--- src/rtl/pong_game_ctrl.sv ---
// Tile-grid Pong engine: paddle motion, ball stepping and bounce, scoring and win detection.
// Produces positions, scores and game state only; drawing happens downstream.
module pong_game_ctrl #(
  parameter int GAME_WIDTH    = 40,
  parameter int GAME_HEIGHT   = 30,
  parameter int PADDLE_HEIGHT = 6,
  parameter int BALL_SPEED    = 1250000,
  parameter int PADDLE_SPEED  = 1250000,
  parameter int POINT_DELAY   = 25000000,
  parameter int SCORE_WIDTH   = 4,
  parameter int SCORE_LIMIT   = 9,
  localparam int X_W = $clog2(GAME_WIDTH),
  localparam int Y_W = $clog2(GAME_HEIGHT)
) (
  input  logic                   clk_i,
  input  logic                   rst_i,
  input  logic                   Game_Start_i,
  input  logic                   Paddle_Up_P1_i,
  input  logic                   Paddle_Down_P1_i,
  input  logic                   Paddle_Up_P2_i,
  input  logic                   Paddle_Down_P2_i,
  output logic [X_W-1:0]         Ball_X_o,
  output logic [Y_W-1:0]         Ball_Y_o,
  output logic [Y_W-1:0]         Paddle_Y_P1_o,
  output logic [Y_W-1:0]         Paddle_Y_P2_o,
  output logic [SCORE_WIDTH-1:0] Score_P1_o,
  output logic [SCORE_WIDTH-1:0] Score_P2_o,
  output logic [1:0]             State_o,
  output logic [1:0]             Winner_o,
  output logic                   Ball_Active_o
);

  typedef enum logic [1:0] {IDLE = 2'd0, RUNNING = 2'd1, POINT = 2'd2, GAME_OVER = 2'd3} state_t;

  localparam int CNT_MAX = (BALL_SPEED > POINT_DELAY) ? BALL_SPEED : POINT_DELAY;
  localparam int CNT_W   = $clog2(CNT_MAX);
  localparam int PCNT_W  = $clog2(PADDLE_SPEED);

  localparam logic [X_W-1:0] X_CENTRE      = X_W'(GAME_WIDTH / 2);
  localparam logic [X_W-1:0] X_NEAR_P2     = X_W'(GAME_WIDTH - 2);
  localparam logic [X_W-1:0] X_NEAR_P1     = X_W'(1);
  localparam logic [Y_W-1:0] Y_CENTRE      = Y_W'(GAME_HEIGHT / 2);
  localparam logic [Y_W-1:0] Y_BOTTOM      = Y_W'(GAME_HEIGHT - 1);
  localparam logic [Y_W-1:0] PADDLE_MAX    = Y_W'(GAME_HEIGHT - PADDLE_HEIGHT);
  localparam logic [Y_W-1:0] PADDLE_CENTRE = Y_W'((GAME_HEIGHT - PADDLE_HEIGHT) / 2);
  localparam logic [SCORE_WIDTH-1:0] SCORE_MAX = SCORE_WIDTH'(SCORE_LIMIT);

  state_t                  state_reg, state_next;
  logic [CNT_W-1:0]        cnt_reg, cnt_next;
  logic [PCNT_W-1:0]       pcnt_reg;
  logic                    paddle_tick;
  logic [1:0][Y_W-1:0]     paddle_reg, paddle_next;
  logic [1:0]              up_in, down_in, hit;
  logic [X_W-1:0]          ball_x_reg, ball_x_next;
  logic [Y_W-1:0]          ball_y_reg, ball_y_next, ball_y_step;
  logic                    dir_x_reg, dir_x_next;   // 1: moving toward P2 (+x)
  logic                    dir_y_reg, dir_y_next;   // 1: moving down (+y)
  logic [SCORE_WIDTH-1:0]  score_p1_reg, score_p1_next, score_p2_reg, score_p2_next;
  logic [1:0]              winner_reg, winner_next;
  logic                    active_reg;
  logic                    ball_step, point_done, y_flip, dir_y_step, at_p1, at_p2, miss;

  assign paddle_tick = (pcnt_reg == PCNT_W'(PADDLE_SPEED - 1));

  always_ff @(posedge clk_i) begin
    if (rst_i || paddle_tick) pcnt_reg <= '0;
    else                      pcnt_reg <= pcnt_reg + 1'b1;
  end

  assign up_in   = {Paddle_Up_P2_i, Paddle_Up_P1_i};
  assign down_in = {Paddle_Down_P2_i, Paddle_Down_P1_i};

  // Index 0 is P1 (column 0), index 1 is P2 (last column).
  generate
    for (genvar gi = 0; gi < 2; gi++) begin : g_paddle
      logic move_up, move_down;
      assign move_up   = paddle_tick && up_in[gi] && !down_in[gi] && (paddle_reg[gi] != '0);
      assign move_down = paddle_tick && down_in[gi] && !up_in[gi] && (paddle_reg[gi] != PADDLE_MAX);
      assign paddle_next[gi] =
        (state_reg == GAME_OVER) ? (Game_Start_i ? PADDLE_CENTRE : paddle_reg[gi]) :
        move_up                  ? paddle_reg[gi] - 1'b1 :
        move_down                ? paddle_reg[gi] + 1'b1 : paddle_reg[gi];
      assign hit[gi] = (ball_y_reg >= paddle_reg[gi]) &&
                       ({1'b0, ball_y_reg} <= {1'b0, paddle_reg[gi]} + (Y_W+1)'(PADDLE_HEIGHT - 1));
    end
  endgenerate

  // All step decisions use the pre-step ball and paddle registers.
  assign ball_step   = (state_reg == RUNNING) && (cnt_reg == CNT_W'(BALL_SPEED - 1));
  assign point_done  = (state_reg == POINT) && (cnt_reg == CNT_W'(POINT_DELAY - 1));
  assign y_flip      = dir_y_reg ? (ball_y_reg == Y_BOTTOM) : (ball_y_reg == '0);
  assign dir_y_step  = dir_y_reg ^ y_flip;
  assign ball_y_step = dir_y_step ? ball_y_reg + 1'b1 : ball_y_reg - 1'b1;
  assign at_p2       = dir_x_reg && (ball_x_reg == X_NEAR_P2);
  assign at_p1       = !dir_x_reg && (ball_x_reg == X_NEAR_P1);
  assign miss        = (at_p2 && !hit[1]) || (at_p1 && !hit[0]);

  always_ff @(posedge clk_i) begin
    if (rst_i) state_reg <= IDLE;
    else       state_reg <= state_next;
  end

  always_comb begin
    state_next = state_reg;
    case (state_reg)
      IDLE:      if (Game_Start_i) state_next = RUNNING;
      RUNNING:   if (ball_step && miss) state_next = POINT;
      POINT:     if (point_done)
                   state_next = (score_p1_reg == SCORE_MAX || score_p2_reg == SCORE_MAX) ? GAME_OVER : IDLE;
      GAME_OVER: if (Game_Start_i) state_next = IDLE;
      default:   state_next = IDLE;
    endcase
  end

  always_comb begin
    cnt_next      = '0;
    ball_x_next   = ball_x_reg;
    ball_y_next   = ball_y_reg;
    dir_x_next    = dir_x_reg;
    dir_y_next    = dir_y_reg;
    score_p1_next = score_p1_reg;
    score_p2_next = score_p2_reg;
    winner_next   = winner_reg;
    case (state_reg)
      IDLE: begin
        ball_x_next = X_CENTRE;
        ball_y_next = Y_CENTRE;
      end
      RUNNING: begin
        if (!ball_step) begin
          cnt_next = cnt_reg + 1'b1;
        end else begin
          ball_y_next = ball_y_step;
          dir_y_next  = dir_y_step;
          if (at_p2 && hit[1]) begin
            dir_x_next  = 1'b0;
            ball_x_next = ball_x_reg - 1'b1;
          end else if (at_p1 && hit[0]) begin
            dir_x_next  = 1'b1;
            ball_x_next = ball_x_reg + 1'b1;
          end else begin
            ball_x_next = dir_x_reg ? ball_x_reg + 1'b1 : ball_x_reg - 1'b1;
            // A miss scores for the opposite player and sets the next serve toward P1 / P2.
            if (at_p2) begin
              score_p1_next = score_p1_reg + 1'b1;
              dir_x_next    = 1'b0;
            end
            if (at_p1) begin
              score_p2_next = score_p2_reg + 1'b1;
              dir_x_next    = 1'b1;
            end
          end
        end
      end
      POINT: begin
        if (!point_done)                  cnt_next    = cnt_reg + 1'b1;
        else if (score_p1_reg == SCORE_MAX) winner_next = 2'b01;
        else if (score_p2_reg == SCORE_MAX) winner_next = 2'b10;
        else begin
          ball_x_next = X_CENTRE;
          ball_y_next = Y_CENTRE;
          dir_y_next  = 1'b1;
        end
      end
      GAME_OVER: begin
        if (Game_Start_i) begin
          score_p1_next = '0;
          score_p2_next = '0;
          winner_next   = 2'b00;
          ball_x_next   = X_CENTRE;
          ball_y_next   = Y_CENTRE;
          dir_x_next    = 1'b1;
        end
      end
      default: ;
    endcase
  end

  always_ff @(posedge clk_i) begin
    if (rst_i) begin
      cnt_reg      <= '0;
      paddle_reg   <= {PADDLE_CENTRE, PADDLE_CENTRE};
      ball_x_reg   <= X_CENTRE;
      ball_y_reg   <= Y_CENTRE;
      dir_x_reg    <= 1'b1;
      dir_y_reg    <= 1'b1;
      score_p1_reg <= '0;
      score_p2_reg <= '0;
      winner_reg   <= 2'b00;
      active_reg   <= 1'b0;
    end else begin
      cnt_reg      <= cnt_next;
      paddle_reg   <= paddle_next;
      ball_x_reg   <= ball_x_next;
      ball_y_reg   <= ball_y_next;
      dir_x_reg    <= dir_x_next;
      dir_y_reg    <= dir_y_next;
      score_p1_reg <= score_p1_next;
      score_p2_reg <= score_p2_next;
      winner_reg   <= winner_next;
      active_reg   <= (state_next == RUNNING);
    end
  end

  assign Ball_X_o      = ball_x_reg;
  assign Ball_Y_o      = ball_y_reg;
  assign Paddle_Y_P1_o = paddle_reg[0];
  assign Paddle_Y_P2_o = paddle_reg[1];
  assign Score_P1_o    = score_p1_reg;
  assign Score_P2_o    = score_p2_reg;
  assign State_o       = state_reg;
  assign Winner_o      = winner_reg;
  assign Ball_Active_o = active_reg;

endmodule

--- config.mk ---
export PLATFORM = sky130hd
export DESIGN_NAME = pong_game_ctrl
export DESIGN_NICKNAME = d
export VERILOG_FILES = /design/src/rtl/pong_game_ctrl.sv
export SDC_FILE = /design/constraint.sdc
export NUM_CORES = 1
export LEC_CHECK = 0
export BUFFER_PORTS_ARGS = -buffer_cell sky130_fd_sc_hd__buf_2
export CELL_PAD_IN_SITES_DETAIL_PLACEMENT = 1
export CELL_PAD_IN_SITES_GLOBAL_PLACEMENT = 1
export CORE_ASPECT_RATIO = 0.6
export CORE_MARGIN = 3
export CORE_UTILIZATION = 45
export DETAILED_ROUTE_END_ITERATION = 7
export PLACE_DENSITY = 0.82
export SYNTH_ARGS = -nofsm -noshare
export SYNTH_HDL_FRONTEND = slang
export SYNTH_SLANG_ARGS = --single-unit
export TNS_END_PERCENT = 1
--- constraint.sdc ---
create_clock -name clk_i -period 3.2 [get_ports clk_i]
set_input_delay 0.64 -clock clk_i [delete_from_list [all_inputs] [get_ports clk_i]]
set_output_delay 0.64 -clock clk_i [all_outputs]
set_load 0.03 [all_outputs]
==> results of run 1 <==
[through the flow]
step | setup slack, ns | utilization [%] | std cells
finish | 0.0988 | 53.6 | 800
global route | -0.0433 | 53.6 | 800
CTS | 0.0522 | 53.4 | 800
detailed placement | 0.102 | 50.5 | 784
global placement | 0.280 | 50.5 | 784
floorplan | 0.174 | - | 611
[layout make-up]
class	instances	area (sq um)
multi-input combinational	479	3230
clock buffer	11	233
inverter	35	131
sequential	82	1640
fill	1298	4990
timing repair buffer	49	268
tap	139	174
clock inverter	5	78.8
[cell usage after synthesis, types with 4 or more instances]
cell type,count,area (sq um)
inv_1,34,128
nor2b_1,5,31.3
a21oi_1,40,200
nand3_1,26,130
nand2_1,53,199
ha_1,47,588
nand3b_1,6,45.0
and3_1,7,43.8
xor2_1,24,210
nor3_1,7,35.0
a21o_1,10,75.1
dfxtp_1,82,1640
xnor2_1,27,236
or3_1,12,75.1
nor3b_1,5,37.5
a31oi_1,12,75.1
o21bai_1,5,37.5
nor2_1,79,297
and2_0,4,25.0
and2_1,4,25.0
or4_1,4,30.0
nor4_1,4,25.0
clkbuf_1,11,41.3
nand4_1,18,113
o21ai_0,26,130
[logic make-up after synthesis]
group | synth area share (%)
fa+ha+maj | 12.8
buf+inv | 3.92
xor+xnor | 8.85
flops | 32.5
simple gates | 25.5
mux | 0.223
compound gates | 16.1
[what timing repair did]
action                     CTS  global route
gates resized for setup      0             5
hold endpoints to repair     0             0
setup endpoints to repair    0             6
[layer usage]
| layer | wire length (um) | track usage [%] |
|---|---|---|
| met1 | 7610 | 35.2 |
| met2 | 6510 | 38.2 |
| met3 | 825 | 5.56 |
| met4 | 132 | 6.47 |
| met5 | 0 | 0 |
[power groups by stage]
| stage | Sequential (mW) | Clock, mW | Combinational (mW) |
|---|---|---|---|
| finish | 1.07 | 1.12 | 0.260 |
| global route | 1.07 | 1.18 | 0.284 |
| CTS | 1.07 | 1.13 | 0.255 |
| detailed placement | 1.09 | 0 | 0.249 |
| global placement | 1.09 | 0 | 0.234 |
| floorplan | 1.11 | 0 | 0.153 |
[worst max path at each step]
stage | end | start
4_1_cts | Ball_X_o[2]$_SDFFE_PP1P_ | Paddle_Y_P2_o[0]$_SDFFE_PP0P_
2_1_floorplan | Ball_X_o[4]$_SDFFE_PP1P_ | Paddle_Y_P1_o[0]$_SDFFE_PP0P_
3_3_place_gp | Ball_X_o[4]$_SDFFE_PP1P_ | Paddle_Y_P1_o[0]$_SDFFE_PP0P_
3_5_place_dp | Ball_X_o[4]$_SDFFE_PP1P_ | Paddle_Y_P1_o[0]$_SDFFE_PP0P_
5_1_grt | Ball_X_o[4]$_SDFFE_PP1P_ | Paddle_Y_P1_o[0]$_SDFFE_PP0P_
6_report | Ball_X_o[4]$_SDFFE_PP1P_ | Paddle_Y_P1_o[0]$_SDFFE_PP0P_
==> results.md, run 1 <==
- Clk network pwr share: 45.7%
- Status: completed
- Final instance area: 5750 sq um
- Critical Path, Cell by Cell: ha_1 -> o21ai_0 -> xnor2_1 -> ha_1 -> nand3_1 -> o21bai_1 -> a31oi_2 -> nor3_1 -> or4b_2 -> and4b_1 -> o31ai_1
- Setup_tns: 0 ns
- CP arrival: 3.35 ns
- Largest net degree at the start of global routing: 26
- Leakage: 2.21 nW
- Post-synth cell types: 62
- Die Area: 12600 sq um
- F_max: 0.322 GHz
- Placed instance area: 5420 sq um
- Flop pwr share: 43.7%
- TritonCTS clock tree: yes
- Total Routing Usage GR: 24.8%
- Highest-count cells in the layout ignoring fill and taps: dfxtp_1 (81), nor2_1 (79), nand2_1 (53), ha_1 (47)
- P_int: 1.81 mW
- Slew Limit Headroom: 39.0%
- Cell area after synthesis: 5050 sq um
- Fin crit period: 3.10 ns
- Final Power: 2.45 mW
- Die Span Y: 88.0 um
- R2r setup slk: 0.1 ns
- Sw Ratio: 25.9%
- Reg clk slew, reported paths: 0.06 ns
- Ant. Diodes: 0
- Sequential share of the synthesized area: 32.5%
- Post-synth top flop: dfxtp_1
- Worst Clk Skew: 0.00658 ns
- Stages on worst setup path: 11
- Post-synthesis async set-or-reset flop share: 0%
- Synthesized flop and latch total: 82
- Starting Density: 47.0%
- Mean Syn Cell Area: 8.26 sq um
- Horiz. Die Dim: 143 um
- Max-Cap Viols: 0
- Slew Viols, Final: 0
- Period utilization: 96.9%
- Synth Warn #: 0
- Min Hold Slack: 0.456 ns
- GP Congestion: 0.876
- Maximum vdd drop: 0.000270 V
- Pre-antenna DRT Iters: 6
- Via density: 5.95
- CTS Buf Count: 9
- Syn_nets: 668
- Detail Placement HPWL: 11300 um
- CP max stage delay: 0.68 ns
- ANT nets after route: 0
- Core area: 10700 sq um
- Pwr dens: 425 nW/um^2
- Crit start category: register
- CTS Sinks: 82
- FF-to-FF path depth: 11
- Worst hold start: cnt_reg[0]$_SDFF_PP0_
- RR Startpoint: Paddle_Y_P1_o[0]$_SDFFE_PP0P_
- Mapped Cells: 611
- Max reg flops: 25
- R2r endpoint: Ball_X_o[4]$_SDFFE_PP1P_
- CP Class: register to register
- Congestion Overflow GR: 0
- Unrepaired setup endpoints after global routing: yes
- First-pass GRT wire length: 24800 um
- Hold Path Sink: cnt_reg[0]$_SDFF_PP0_
- Switching power: 632 uW
- Final hold vios: 0
- Hold Path Depth: 1
- Area Growth Syn to Fin: 14.0%
- Antenna violations before repair: 0
- # DRC: 0
- CP max FO: 5
- H-tree levels: 3
- # nets final: 713
- Crit-path slowest cell: or4b_2
- Post-CTS Setup Bufs: 0
- I/O Pins: 41
- Worst-Skew Late Latency: 0.34 ns
- Gate power share: 10.6%
- Routed vias: 4758
- Largest delay contributor family on the critical path: simple AND/OR/NAND/NOR gates
- Required @ worst endpoint: 3.45 ns
- Final Setup Violations: 0
- DR WL/cell: 18.9 um
- Hold-fix buffers at CTS: 0
- # rows: 29
- Number of DRC violations after detailed-routing iteration 0: 360
- Number of flops mapped to enable cells by yosys: 0
- Most common cell after layout, fill and taps aside: dfxtp_1
- CTS root buf: clkbuf_16
- Worst-margin pin slew: 0.915 ns
- Cell repeated most along the worst path: ha_1
- Crit path capture type: register
- Layout cells sized above 1: 12.4%
- Worst Path Buf+Inv: 0
- # port buffers: 40
- Final WL: 15100 um
- HP Class: register to register
- Clock Path Buffers: 2
- Vias in the first global route: 4820
Note: power is estimated with default switching activity, not from simulation.
==> inputs of run 2 (changes only) <==
- CORE_UTILIZATION: 45 -> 46
- PLACE_DENSITY: 0.82 -> 0.84
==> run 2 against run 1 <==
Power shrank 0.58%. Wire length grew 1.6%. Worst setup slack gained 0.098 ns. Die area shrank 2.1%. Core utilization grew 2.6 points. Via count grew 0.95%. Non-clock buffer count grew 2. Flip-flop and latch count is the same. First-iteration DRC count shrank 21%. Sequential power is essentially flat. Global-route usage grew 0.48 points. Clock skew grew 0.0020 ns.
==> results.md, run 2 (same netlist as run 1, synthesis figures left out) <==
- Worst setup path end: Ball_X_o[4]$_SDFFE_PP1P_
- Required @ worst endpoint: 3.45 ns
- # port buffers: 40
- Stages on worst setup path: 11
- Slew Viols, Final: 0
- Setup crit start: Paddle_Y_P1_o[1]$_SDFFE_PP0P_
- Final WL: 15300 um
- Antenna violations before repair: 1
- Non-Filler Instances: 798
- Final hold vios: 0
- Crit path capture type: register
- Maximum vdd drop: 0.000285 V
- R2r setup slk: 0.20 ns
- R2r endpoint: Ball_X_o[4]$_SDFFE_PP1P_
- First-pass GRT wire length: 25200 um
- Final Setup Violations: 0
- Number of DRC violations after detailed-routing iteration 0: 286
- Pre-antenna DRT Iters: 4
- Fillcell total: 1257
- Setup_tns: 0 ns
- I/O Pins: 41
- Detail Placement HPWL: 11100 um
- Layout cells sized above 1: 12.8%
- CP max FO: 7
- Most common cell after layout, fill and taps aside: dfxtp_1
- HP Class: register to register
- Worst Path Buf+Inv: 0
- Routed vias: 4803
- TritonCTS clock tree: yes
- Clock Path Buffers: 2
- Largest delay contributor family on the critical path: simple AND/OR/NAND/NOR gates
- Critical Path, Cell by Cell: ha_1 -> o21ai_1 -> xnor2_1 -> ha_1 -> nand3_1 -> o21bai_1 -> a31oi_2 -> nor3_1 -> or4b_2 -> and4b_1 -> o31ai_1
- Fin crit period: 3.00 ns
- CTS Sinks: 82
- CTS root buf: clkbuf_16
- Worst-Skew Late Latency: 0.34 ns
- CP Class: register to register
- CTS resizes: 1
- H-tree levels: 3
- ANT nets after route: 0
- Status: completed
- Max-Cap Viols: 0
- Slew Limit Headroom: 33.8%
- CTS Buf Count: 9
- Core area: 10300 sq um
- Worst Clk Skew: 0.00861 ns
- Period utilization: 93.8%
- RR Startpoint: Paddle_Y_P1_o[1]$_SDFFE_PP0P_
- Cell repeated most along the worst path: ha_1
- Ant. Diodes: 0
- FF-to-FF path depth: 11
- Die Area: 12300 sq um
- Highest-count cells in the layout ignoring fill and taps: dfxtp_1 (81), nor2_1 (79), nand2_1 (53), ha_1 (47)
- Vias in the first global route: 5002
- Crit start category: register
- CP max stage delay: 0.69 ns
- Worst hold start: cnt_reg[0]$_SDFF_PP0_
- Die Span Y: 87.1 um
- Starting Density: 49.2%
- # rows: 28
- DR WL/cell: 19.2 um
- Unrepaired setup endpoints after global routing: no
- Max reg flops: 25
- Crit-path slowest cell: or4b_2
- F_max: 0.333 GHz
- Leakage: 2.21 nW
- Reg clk slew, reported paths: 0.07 ns
- Pwr dens: 422 nW/um^2
- GP Congestion: 0.891
- Congestion Overflow GR: 0
- Total Routing Usage GR: 25.3%
- Worst-margin pin slew: 0.993 ns
- Largest net degree at the start of global routing: 26
- Post-CTS Setup Bufs: 0
- Placed cell count: 782
- Horiz. Die Dim: 141 um
- CP arrival: 3.26 ns
- Area Growth Syn to Fin: 14.2%
- # nets final: 715
- Hold-fix buffers at CTS: 0
- Via density: 6.02
- # DRC: 0
[run 2: cell types whose count changed in the layout (fill, tap and decap cells not counted), sizes merged]
cell,previous run,this run
buf,49,51
bufinv,2,1
clkinv,4,3
clkinvlp,0,1
inv,34,35
[run 2: final cells by class]
| cell class | count | area, sq um | share of cell area, % |
|---|---|---|---|
| Sequential cell | 82 | 1650 | 28.6 |
| Inverter | 35 | 131 | 2.28 |
| Multi-Input combinational cell | 479 | 3220 | 55.9 |
| Clock inverter | 5 | 60.1 | 1.04 |
| Timing Repair Buffer | 51 | 283 | 4.91 |
| Clock buffer | 11 | 253 | 4.39 |
| Tap cell | 135 | 169 | 2.93 |
[run 2: worst reg2reg max path, stage by stage, from the launching register on]
cell      delay [ns]
dfxtp_4         0.37
ha_1            0.22
o21ai_1         0.16
xnor2_1         0.10
ha_1            0.33
nand3_1         0.11
o21bai_1        0.18
a31oi_2         0.21
nor3_1          0.12
or4b_2          0.69
and4b_1         0.24
o31ai_1         0.19
[run 2: report_power, final]
group	leakage, nW	total, mW	internal, mW	switching (mW)
clock network	0.152	1.10	0.651	0.450
registers	0.664	1.06	1.04	0.0284
logic	1.40	0.266	0.0949	0.171
total	2.21	2.43	1.78	0.649
[run 2: worst min path at each step]
stage / endpoint / cells past startpoint / slack (ns)
floorplan: cnt_reg[0]$_SDFF_PP0_ / 1 / 0.41
global placement: cnt_reg[0]$_SDFF_PP0_ / 1 / 0.42
detailed placement: cnt_reg[0]$_SDFF_PP0_ / 1 / 0.45
CTS: cnt_reg[0]$_SDFF_PP0_ / 1 / 0.46
global route: cnt_reg[0]$_SDFF_PP0_ / 1 / 0.49
finish: cnt_reg[0]$_SDFF_PP0_ / 1 / 0.46
[run 2: layer usage]
metal	GRT usage, %	up-vias	routed length (um)
met5	0	-	13
met1	35.6	2390	7550
li1	-	2258	-
met2	39.7	130	6800
met3	4.77	23	753
met4	6.95	2	195
[run 2: per-stage QoR]
stage | setup slack, ns | area, sq um | power [mW] | util, % | hold slack [ns]
2_1_floorplan | 0.174 | 5050 | 1.26 | - | 0.413
3_3_place_gp | 0.231 | 5430 | 1.33 | 52.9 | 0.424
3_5_place_dp | -0.0212 | 5430 | 1.34 | 52.9 | 0.447
4_1_cts | 0.0844 | 5750 | 2.43 | 56.0 | 0.462
5_1_grt | 0.00893 | 5760 | 2.51 | 56.1 | 0.489
6_report | 0.197 | 5760 | 2.43 | 56.1 | 0.457
==> inputs of run 3 (changes only) <==
- CELL_PAD_IN_SITES_GLOBAL_PLACEMENT: 1 -> 2
- CORE_UTILIZATION: 46 -> 37
==> run 3 against run 2 <==
Sequential power about the same. Worst setup slack got worse by 0.032 ns. Flip-flop and latch count unchanged. Clock skew decreased by 0.0015 ns. Critical path depth unchanged. Critical path type unchanged. Die area increased by 23%. Combinational power decreased by 4%. Via count decreased by 4.5%. Global-route usage decreased by 5.5 points. Cell area increased by 0.52%. First-iteration DRC count decreased by 22%.
==> results.md, run 3 (same netlist as run 1, synthesis figures left out) <==
- Status: completed
- Total Routing Usage GR: 19.7%
- Die Span Y: 96.5 um
- Core area: 13100 sq um
- F_max: 0.329 GHz
- Slew Viols, Final: 0
- Via density: 5.50
- Horiz. Die Dim: 157 um
- HP Class: register to register
- CTS resizes: 0
- Post-CTS Setup Bufs: 0
- CP arrival: 3.29 ns
- Setup_tns: 0 ns
- CP max stage delay: 0.67 ns
- Fin util: 44.2%
- Number of DRC violations after detailed-routing iteration 0: 223
- Reg clk slew, reported paths: 0.07 ns
- Critical Path, Cell by Cell: ha_1 -> o21ai_0 -> xnor2_1 -> ha_1 -> nand3_1 -> o21bai_1 -> a31oi_1 -> nor3_1 -> or4b_2 -> and4b_1 -> o31ai_1
- Area of the multi-input gates: 3210 sq um
- Largest delay contributor family on the critical path: simple AND/OR/NAND/NOR gates
- Final Power: 2.41 mW
- H-tree levels: 3
- Crit start category: register
- ANT nets after route: 0
- # DRC: 0
- Worst-margin pin slew: 0.704 ns
- I/O Pins: 41
- CP max FO: 5
- Period utilization: 94.8%
- Unrepaired setup endpoints after global routing: no
- Crit path capture type: register
- Final hold vios: 0
- Antenna violations before repair: 0
- Pwr dens: 416 nW/um^2
- Max reg flops: 25
- Required @ worst endpoint: 3.46 ns
- CP Class: register to register
- Cell repeated most along the worst path: ha_1
- First-pass GRT wire length: 23600 um
- Routed vias: 4589
- Largest net degree at the start of global routing: 26
- Layout cells sized above 1: 12.7%
- Highest-count cells in the layout ignoring fill and taps: dfxtp_1 (80), nor2_1 (79), nand2_1 (53), ha_1 (47)
- GP Congestion: 0.832
- Crit-path slowest cell: or4b_2
- CTS Sinks: 82
- Final Setup Violations: 0
- Hold-fix buffers at CTS: 0
- Clock Path Buffers: 2
- CTS root buf: clkbuf_16
- Final WL: 14700 um
- Congestion Overflow GR: 0
- Ant. Diodes: 0
- # rows: 32
- DR WL/cell: 17.6 um
- Die Area: 15100 sq um
- TritonCTS clock tree: yes
- Area Growth Syn to Fin: 14.7%
- Most common cell after layout, fill and taps aside: dfxtp_1
- Detail Placement HPWL: 11100 um
- Slew Limit Headroom: 53.0%
- Leakage: 2.21 nW
- CTS Buf Count: 9
- FF/Latch Area: 1640 sq um
- Vias in the first global route: 4504
- Maximum vdd drop: 0.000219 V
- Fillcell total: 1574
- Worst-Skew Late Latency: 0.35 ns
- # nets final: 716
- Max-Cap Viols: 0
- Fin crit period: 3.04 ns
- # port buffers: 40
- Worst Path Buf+Inv: 0
- Starting Density: 38.6%
- Worst Clk Skew: 0.00709 ns
- Pre-antenna DRT Iters: 4
run 3: path summary, 6_finish.rpt:
check	start	to	slack (ns)	depth (start not counted)
worst max register to register	Paddle_Y_P1_o[0]$_SDFFE_PP0P_	Ball_X_o[4]$_SDFFE_PP1P_	0.16	11
worst max-delay path	Paddle_Y_P1_o[0]$_SDFFE_PP0P_	Ball_X_o[4]$_SDFFE_PP1P_	0.16	11
worst min-delay path	cnt_reg[0]$_SDFF_PP0_	cnt_reg[0]$_SDFF_PP0_	0.45	1
worst min register to register	cnt_reg[0]$_SDFF_PP0_	cnt_reg[0]$_SDFF_PP0_	0.45	1
run 3: layout make-up:
type | instances | share of cell area (%)
repair buffers | 52 | 5.01
multi-input cells | 479 | 55.4
clock inverters | 6 | 1.30
well taps | 170 | 3.67
clock buffers | 10 | 3.95
flip-flops and latches | 82 | 28.4
inverters | 35 | 2.27
run 3: metal layers:
layer / wire [um] / global-route usage, %
met5: 0 / 0
met4: 156 / 5.17
met3: 739 / 4.05
met2: 5870 / 28.5
met1: 7920 / 29.6
run 3: worst reg2reg max path, stage by stage, from the launching register on:
cell	delay, ns
dfxtp_1	0.36
ha_1	0.23
o21ai_0	0.21
xnor2_1	0.10
ha_1	0.32
nand3_1	0.09
o21bai_1	0.16
a31oi_1	0.28
nor3_1	0.14
or4b_2	0.67
and4b_1	0.23
o31ai_1	0.17
run 3: through the flow:
stage               hold WS, ns  instance area (sq um)  setup WS [ns]  instances
finish                    0.451                   5790          0.165        834
global route              0.485                   5790         0.0338        834
CTS                       0.451                   5790          0.134        834
detailed placement        0.440                   5480          0.162        818
global placement          0.427                   5480          0.311        818
floorplan                 0.413                   5050          0.174        611
run 3: power by group:
| group | total (mW) | leakage [nW] | internal (mW) | switching (mW) |
|---|---|---|---|---|
| sequential | 1.07 | 0.664 | 1.04 | 0.0303 |
| clock | 1.09 | 0.145 | 0.617 | 0.472 |
| combinational | 0.256 | 1.40 | 0.0919 | 0.164 |
| total | 2.41 | 2.21 | 1.75 | 0.667 |
